[config.mk]
export PLATFORM = sky130hd
export DESIGN_NAME = cpu_resp_tx
export DESIGN_NICKNAME = d
export VERILOG_FILES = /design/src/rtl/design_params.sv /design/src/rtl/cpu_resp_tx.sv
export SDC_FILE = /design/constraint.sdc
export NUM_CORES = 1
export LEC_CHECK = 0
export ABC_AREA = 0
export BUFFER_PORTS_ARGS = -buffer_cell sky130_fd_sc_hd__buf_2
export CAP_MARGIN = 10
export CORE_MARGIN = 10
export CORE_UTILIZATION = 50
export DETAILED_ROUTE_END_ITERATION = 12
export PLACE_DENSITY_LB_ADDON = 0.3
export SLEW_MARGIN = 20
export SYNTH_ARGS = -nofsm -noshare
export SYNTH_HDL_FRONTEND = slang
export SYNTH_SLANG_ARGS = --single-unit
export TNS_END_PERCENT = 10
[constraint.sdc]
create_clock -name clk -period 2.6 [get_ports clk]
set_input_delay 0.52 -clock clk [delete_from_list [all_inputs] [get_ports clk]]
set_output_delay 0.52 -clock clk [all_outputs]
set_load 0.005 [all_outputs]
[src/rtl/design_params.sv]
// Shared widths and pipeline payload types for the cache-to-CPU response path.
package design_params;
   localparam int DATA_WIDTH = 32;
   localparam int REQ_ID     = 4;
   localparam int OP         = 2;

   typedef struct packed {
      logic [REQ_ID-1:0] req_id;
      logic [OP-1:0]     op;
   } cpu_raw_request_t;

   typedef struct packed {
      logic hit;
   } pipe1_t;

   typedef struct packed {
      cpu_raw_request_t raw_req;
      pipe1_t           pipe1;
      logic             ready_to_send;
   } pipe3_t;
endpackage

[src/rtl/cpu_resp_tx.sv]
// Response transmitter: turns completed pipe3 entries into CPU responses, buffers them
// in a small FIFO and drives them out on a valid/ready channel.
module cpu_resp_tx
   import design_params::*;
#(
   parameter int DEPTH     = 4,
   parameter int CNT_WIDTH = 16
) (
   input  logic                  clk,
   input  logic                  rst_n,
   input  logic                  in_valid,
   output logic                  in_ready,
   input  pipe3_t                in_req,
   input  logic [DATA_WIDTH-1:0] in_rd_data,
   output logic                  resp_valid,
   input  logic                  resp_ready,
   output logic [REQ_ID-1:0]     resp_req_id,
   output logic [OP-1:0]         resp_op,
   output logic [DATA_WIDTH-1:0] resp_data,
   output logic [1:0]            resp_status,
   output logic                  dup_id_err,
   output logic [CNT_WIDTH-1:0]  resp_count
);
   localparam int PW = $clog2(DEPTH);

   typedef struct packed {
      logic [REQ_ID-1:0]     req_id;
      logic [OP-1:0]         op;
      logic [DATA_WIDTH-1:0] data;
      logic [1:0]            status;
   } resp_t;

   resp_t                mem_q [DEPTH];
   resp_t                mem_d [DEPTH];
   logic [PW-1:0]        rd_ptr_q, rd_ptr_d;
   logic [PW-1:0]        wr_ptr_q, wr_ptr_d;
   logic [PW:0]          count_q, count_d;
   logic                 dup_q, dup_d;
   logic [CNT_WIDTH-1:0] sent_q, sent_d;

   logic                 full, empty, push, pop, id_match;
   logic [PW-1:0]        offs;
   resp_t                new_entry;

   assign full       = (count_q == (PW+1)'(DEPTH));
   assign empty      = (count_q == '0);
   // A full FIFO refuses entries even when the head pops in the same cycle.
   assign in_ready   = rst_n & ~full & in_req.ready_to_send;
   assign push       = in_valid & in_ready;
   assign resp_valid = ~empty;
   assign pop        = resp_valid & resp_ready;

   assign resp_req_id = mem_q[rd_ptr_q].req_id;
   assign resp_op     = mem_q[rd_ptr_q].op;
   assign resp_data   = mem_q[rd_ptr_q].data;
   assign resp_status = mem_q[rd_ptr_q].status;
   assign dup_id_err  = dup_q;
   assign resp_count  = sent_q;

   always_comb begin
      new_entry.req_id = in_req.raw_req.req_id;
      new_entry.op     = in_req.raw_req.op;
      new_entry.data   = '0;
      new_entry.status = 2'b10;
      if (in_req.raw_req.op == OP'(0)) begin
         new_entry.data   = in_rd_data;
         new_entry.status = in_req.pipe1.hit ? 2'b00 : 2'b01;
      end else if (in_req.raw_req.op == OP'(1)) begin
         new_entry.status = in_req.pipe1.hit ? 2'b00 : 2'b01;
      end
   end

   // Live slots sit at offsets 0..count-1 from the read pointer; the head is
   // excluded when it leaves in the same cycle.
   always_comb begin
      id_match = 1'b0;
      offs     = '0;
      for (int i = 0; i < DEPTH; i++) begin
         offs = PW'(i) - rd_ptr_q;
         if (({1'b0, offs} < count_q) && !(pop && (offs == '0)) &&
             (mem_q[i].req_id == new_entry.req_id))
            id_match = 1'b1;
      end
   end

   always_comb begin
      for (int i = 0; i < DEPTH; i++) mem_d[i] = mem_q[i];
      rd_ptr_d = rd_ptr_q;
      wr_ptr_d = wr_ptr_q;
      count_d  = count_q;
      dup_d    = dup_q;
      sent_d   = sent_q;
      if (push) begin
         mem_d[wr_ptr_q] = new_entry;
         wr_ptr_d        = wr_ptr_q + PW'(1);
         if (id_match) dup_d = 1'b1;
      end
      if (pop) begin
         rd_ptr_d = rd_ptr_q + PW'(1);
         sent_d   = sent_q + CNT_WIDTH'(1);
      end
      if (push && !pop)      count_d = count_q + (PW+1)'(1);
      else if (!push && pop) count_d = count_q - (PW+1)'(1);
   end

   always_ff @(posedge clk) begin
      if (!rst_n) begin
         for (int i = 0; i < DEPTH; i++) mem_q[i] <= '0;
         rd_ptr_q <= '0;
         wr_ptr_q <= '0;
         count_q  <= '0;
         dup_q    <= 1'b0;
         sent_q   <= '0;
      end else begin
         for (int i = 0; i < DEPTH; i++) mem_q[i] <= mem_d[i];
         rd_ptr_q <= rd_ptr_d;
         wr_ptr_q <= wr_ptr_d;
         count_q  <= count_d;
         dup_q    <= dup_d;
         sent_q   <= sent_d;
      end
   end
endmodule

After elaboration in Yosys (flattened, before gate mapping)
Memories as Yosys holds them, arrays and structs flattened. A register that Yosys moved wholly into a read port is not among the register bits.
Cells that the tools add are included.
- equality and inequality tests: 6
- reductions and logical operators: 29
- multiplexer cells: 22
- add/sub/neg operators: 9
- order comparisons: 6
- bitwise logic cells: 11
- operators by type and width (kind ; count):
    $mux 40 ; 5
    $bwmux 160 ; 1
    $mux 160 ; 1
    $demux 40 s2 ; 1
    $mux 32 ; 1
    $add 16x1->16 const B ; 1
    $eq 4x4->1 ; 4
    $logic_and 1x1->1 ; 15
    $lt 2x3->1 ; 4
    $logic_not 2->1 ; 5
    $mux 2 ; 4
    $mux 1 ; 7
    $logic_not 1->1 ; 6
    $mux 3 ; 2
    $add 2x1->2 const B ; 2
    $and 1x1->1 ; 4
    $or 1x1->1 ; 4
    $sub 1x2->2 const A ; 2
    $sub 2x2->2 const A ; 2
    $add 3x1->3 const B ; 1
    $eq 3x3->1 const B ; 1
    $ge 3x3->1 const B ; 1
    $logic_not 3->1 ; 1
    $lt 3x1->1 const B ; 1
    6 further kinds ; 7
- output and inout port bits: 59
- memory bits (writable): 160
- memories: 1
- bits in registers: 24
- input bits: 44
- memories (memory ; depth ; width ; rd ports ; clocked after memory_dff ; write ports ; line ; text):
    mem_q ; 4 ; 40 ; 5 ; 1 ; 4 ; cpu_resp_tx.sv:33 ; resp_t mem_q [DEPTH];

Depth between registers and ports, before layout
- depth after elaboration: 12
- depth in mapped cells: 10
- depth with buffers taken out: 9

Worst setup path before layout
No wires, ideal clock.
- kind: input to register
- from: input in_req[0] (netlist name)
- to: register count_q[2]
- setup time: 76 ps
- data arrival time: 2364 ps
- slack: 161 ps
- stages: 10
- required time: 2524 ps
- buffers on the path: 1
- path through: and2_1 buf_2 nand3_1 inv_1 ha_1 inv_1 fa_1 xor2_1 or3_1 a21boi_0
- cells in the longest elaborated chain, start to end: 5
- elaborated cells between the ends (all ways): 7
- those cells by class: 1 x mux; 2 x bitwise; 4 x reduce/logical
- RTL lines (element ; line ; text):
    start: declaration ; cpu_resp_tx.sv:13 ; input pipe3_t in_req,
    $and 1x1->1 (*) ; cpu_resp_tx.sv:48 ; assign in_ready = rst_n & ~full & in_req.ready_to_send;
    $and 1x1->1 (*) ; cpu_resp_tx.sv:49 ; assign push = in_valid & in_ready;
    net push ; cpu_resp_tx.sv:41 ; logic full, empty, push, pop, id_match;
    $logic_not 1->1 ; cpu_resp_tx.sv:103 ; else if (!push && pop) count_d = count_q - (PW+1)'(1);
    $logic_and 1x1->1 ; cpu_resp_tx.sv:103 ;
    $reduce_bool 2->1 (no source line) ; -- ;
    end signal: assignment ; cpu_resp_tx.sv:118 ; count_q <= count_d;
    end: declaration ; cpu_resp_tx.sv:37 ; logic [PW:0] count_q, count_d;
The timed path passes the listed nets; every way through them passes the cells marked *.
A chain may end at the register's enable or synchronous reset.

==> metrics.yaml <==
synth_nets: 997
pwr_density_cell_mw_per_mm2: 675
syn_area_mm2: 0.00873
crit_type: "reg -> out"
clkSlewWorstSetupHoldPaths_ns: 0.06
coreArea_mm2: 0.0172
cts_setup_buffers: 0
placed_area_mm2: 0.00934
critPathRequiredTime_ns: 2.08
p_seq_share_pct: 46.0
crit_path_max_fanout: 21
vias: 6323
drive_above_1_share_pct: 19.6
cts_sinks: 186
worst_clock_skew_ns: 0.00661
switching_share_pct: 27.5
hold_viol_final: 0
antenna_found_initial: 0
crit_family: "flip-flops"
cts.path.max_buffers: 2
wl_per_cell_um: 15.2
status: "completed"
synthDistinctLibCells: 40
comb_power_share_pct: 16.4
cp.depth: 3
die_x_um: 152
clock_latency_ns: 0.42
worst-r2r-cell-count: 9
critPathSlowestCell: "dfxtp_2"
hold-path-cell-count: 2
cts_tree: "built"
register_area_mm2: 0.00373
peakVddDrop_v: 0.000552
slew_violations: 0
first_pass_iters: 4
crit_chain: "buf_12, mux4_2, buf_2"
yosysWarnings: 0
cp.buffers_inverters: 2
synth_largest_area_cell: "dfxtp_1"
clock-root-buffer: "clkbuf_16"
fin_setup_tns_ns: 0
p_int_w: 0.00485
hp-class: "reg -> reg"
area_growth_pct: 13.5
start_util_pct: 50.7
synth.area.top_cells: "dfxtp_1 43%, and2_1 11%, mux4_2 10%"
ys.flop_type: "dfxtp_1"
grt_start_max_net_pins: 94
grt_pass1_vias: 6363
numPortBuffers: 102
multi_input_area_mm2: 0.00459
p_sw_w: 0.00184
wl_um: 19000
vias_per_cell: 5.08
rows: 48
cp.arrival_ns: 1.84
grt_setup_unrepaired: "false"
fp.dieArea_mm2: 0.0232
max_slew_margin_pct: 51.3
worst_slew_pin_slew_ns: 0.730
clkPwrFrac_pct: 37.7
io_pins: 103
synth_edf_count: 0
grt_pass1_wl_um: 31900
yosysMostFrequentCell: "dfxtp_1"
layout.nets: 1065
holdBufCountCts: 0
post-route-period-util_pct: 90.6
yosysSeqAreaShare_pct: 42.6
cts_resized: 0
place_hpwl_um: 12100
overflow: 0
avgSynthCellArea_um2: 9.31
synth_common_cells: "186 x dfxtp_1, 180 x nand2_1, 149 x and2_1, 123 x o21ai_0, 40 x mux4_2"
synth_cells: 938
finalPower_w: 0.00669
async_flop_share_pct: 0
end_kind: "output port"
die_h_um: 152
n_fill_cell: 1522
fin_crit_ns: 2.36
track_usage_pct: 16.4
gp_congestion: 0.825
drt_drc_violations_left: 0
antenna_left: 0
timing.fmax_ghz: 0.424
cp-start-kind: "flip-flop"
final_util_pct: 57.5
cts_made_buffers: 17
ys_ff_latch: 186
leakage_nw: 4.02
htreeDepth: 4
first_iter_violations: 383
design_area_mm2: 0.00991
maxCapViolCount: 0
max_stage_delay_ns: 0.64
yosys.area.top_type_share_pct: 42.6
setup_viol: 0
==> tightest hold or removal path, cell delays in order, from the launching register on <==
cell and delay, ns:
dfxtp_1 0.31, nand2_1 0.05, a21boi_1 0.05
==> path summary, 6_finish.rpt <==
path	slack [ns]	end	from
hold / removal	0.45	mem_q[1][1]	mem_q[1][1]
setup reg to reg	0.26	count_q[2]	count_q[0]
setup / recovery	0.24	resp_data[24]	flip-flop
hold reg to reg	0.45	mem_q[1][1]	mem_q[1][1]
==> registers in the layout (all words and copies together), names as in the netlist, named ones only <==
register	cells
mem_q	160
count_q	3
resp_count	16
rd_ptr_q	2
dup_id_err	1
wr_ptr_q	2
==> cell usage in the layout, fill, tap and decap left out, types with 17 or more instances in the layout <==
cell type / netlist / final
mux4_2: 40 / 40
buf_2: 22 / 101
clkbuf_16: 0 / 17
nor2b_1: 32 / 32
mux2i_1: 21 / 21
and2_1: 149 / 149
o21ai_0: 123 / 123
xor2_1: 17 / 17
dfxtp_1: 186 / 184
nand2_1: 180 / 180
==> per-stage QoR <==
step,hold WS (ns),instances,worst slack (ns)
global placement,0.443,1212,0.258
CTS,0.435,1244,0.205
detailed placement,0.446,1212,0.197
floorplan,0.432,938,0.161
global route,0.455,1244,0.0923
finish,0.455,1245,0.243
==> power groups by stage <==
stage / clock (W) / combinational, W / sequential (W)
6_report: 0.00252 / 0.00109 / 0.00308
5_1_grt: 0.00271 / 0.00122 / 0.00309
4_1_cts: 0.00259 / 0.00111 / 0.00308
3_5_place_dp: 0 / 0.00110 / 0.00314
3_3_place_gp: 0 / 0.00109 / 0.00314
2_1_floorplan: 0 / 0.000836 / 0.00306
==> kinds of logic after synthesis <==
| kind of cell | count (synthesis) | synth area share [%] |
|---|---|---|
| mux | 61 | 12.7 |
| buf+inv | 81 | 4.83 |
| compound gates | 159 | 10.0 |
| flops | 186 | 42.6 |
| xor+xnor | 32 | 3.21 |
| simple gates | 404 | 24.4 |
| fa+ha+maj | 15 | 2.23 |
==> area by class of cell <==
cell class / count / area share [%]
multi-input combinational: 671 / 46.3
sequential: 186 / 37.6
timing repair buffer: 120 / 7.04
clock buffer: 23 / 4.92
tap: 225 / 2.84
clock inverter: 9 / 0.896
inverter: 10 / 0.379
antenna: 1 / 0.0252
==> routing by layer <==
metal  global-route usage [%]  wire (um)  vias up
li1                         -          -     3283
met1                     21.1       8880     2913
met2                     27.0       9050      113
met3                     4.69        900       14
met4                     3.48        135        0
met5                        0          0        -
No activity file was read; power rests on OpenSTA's default activity.
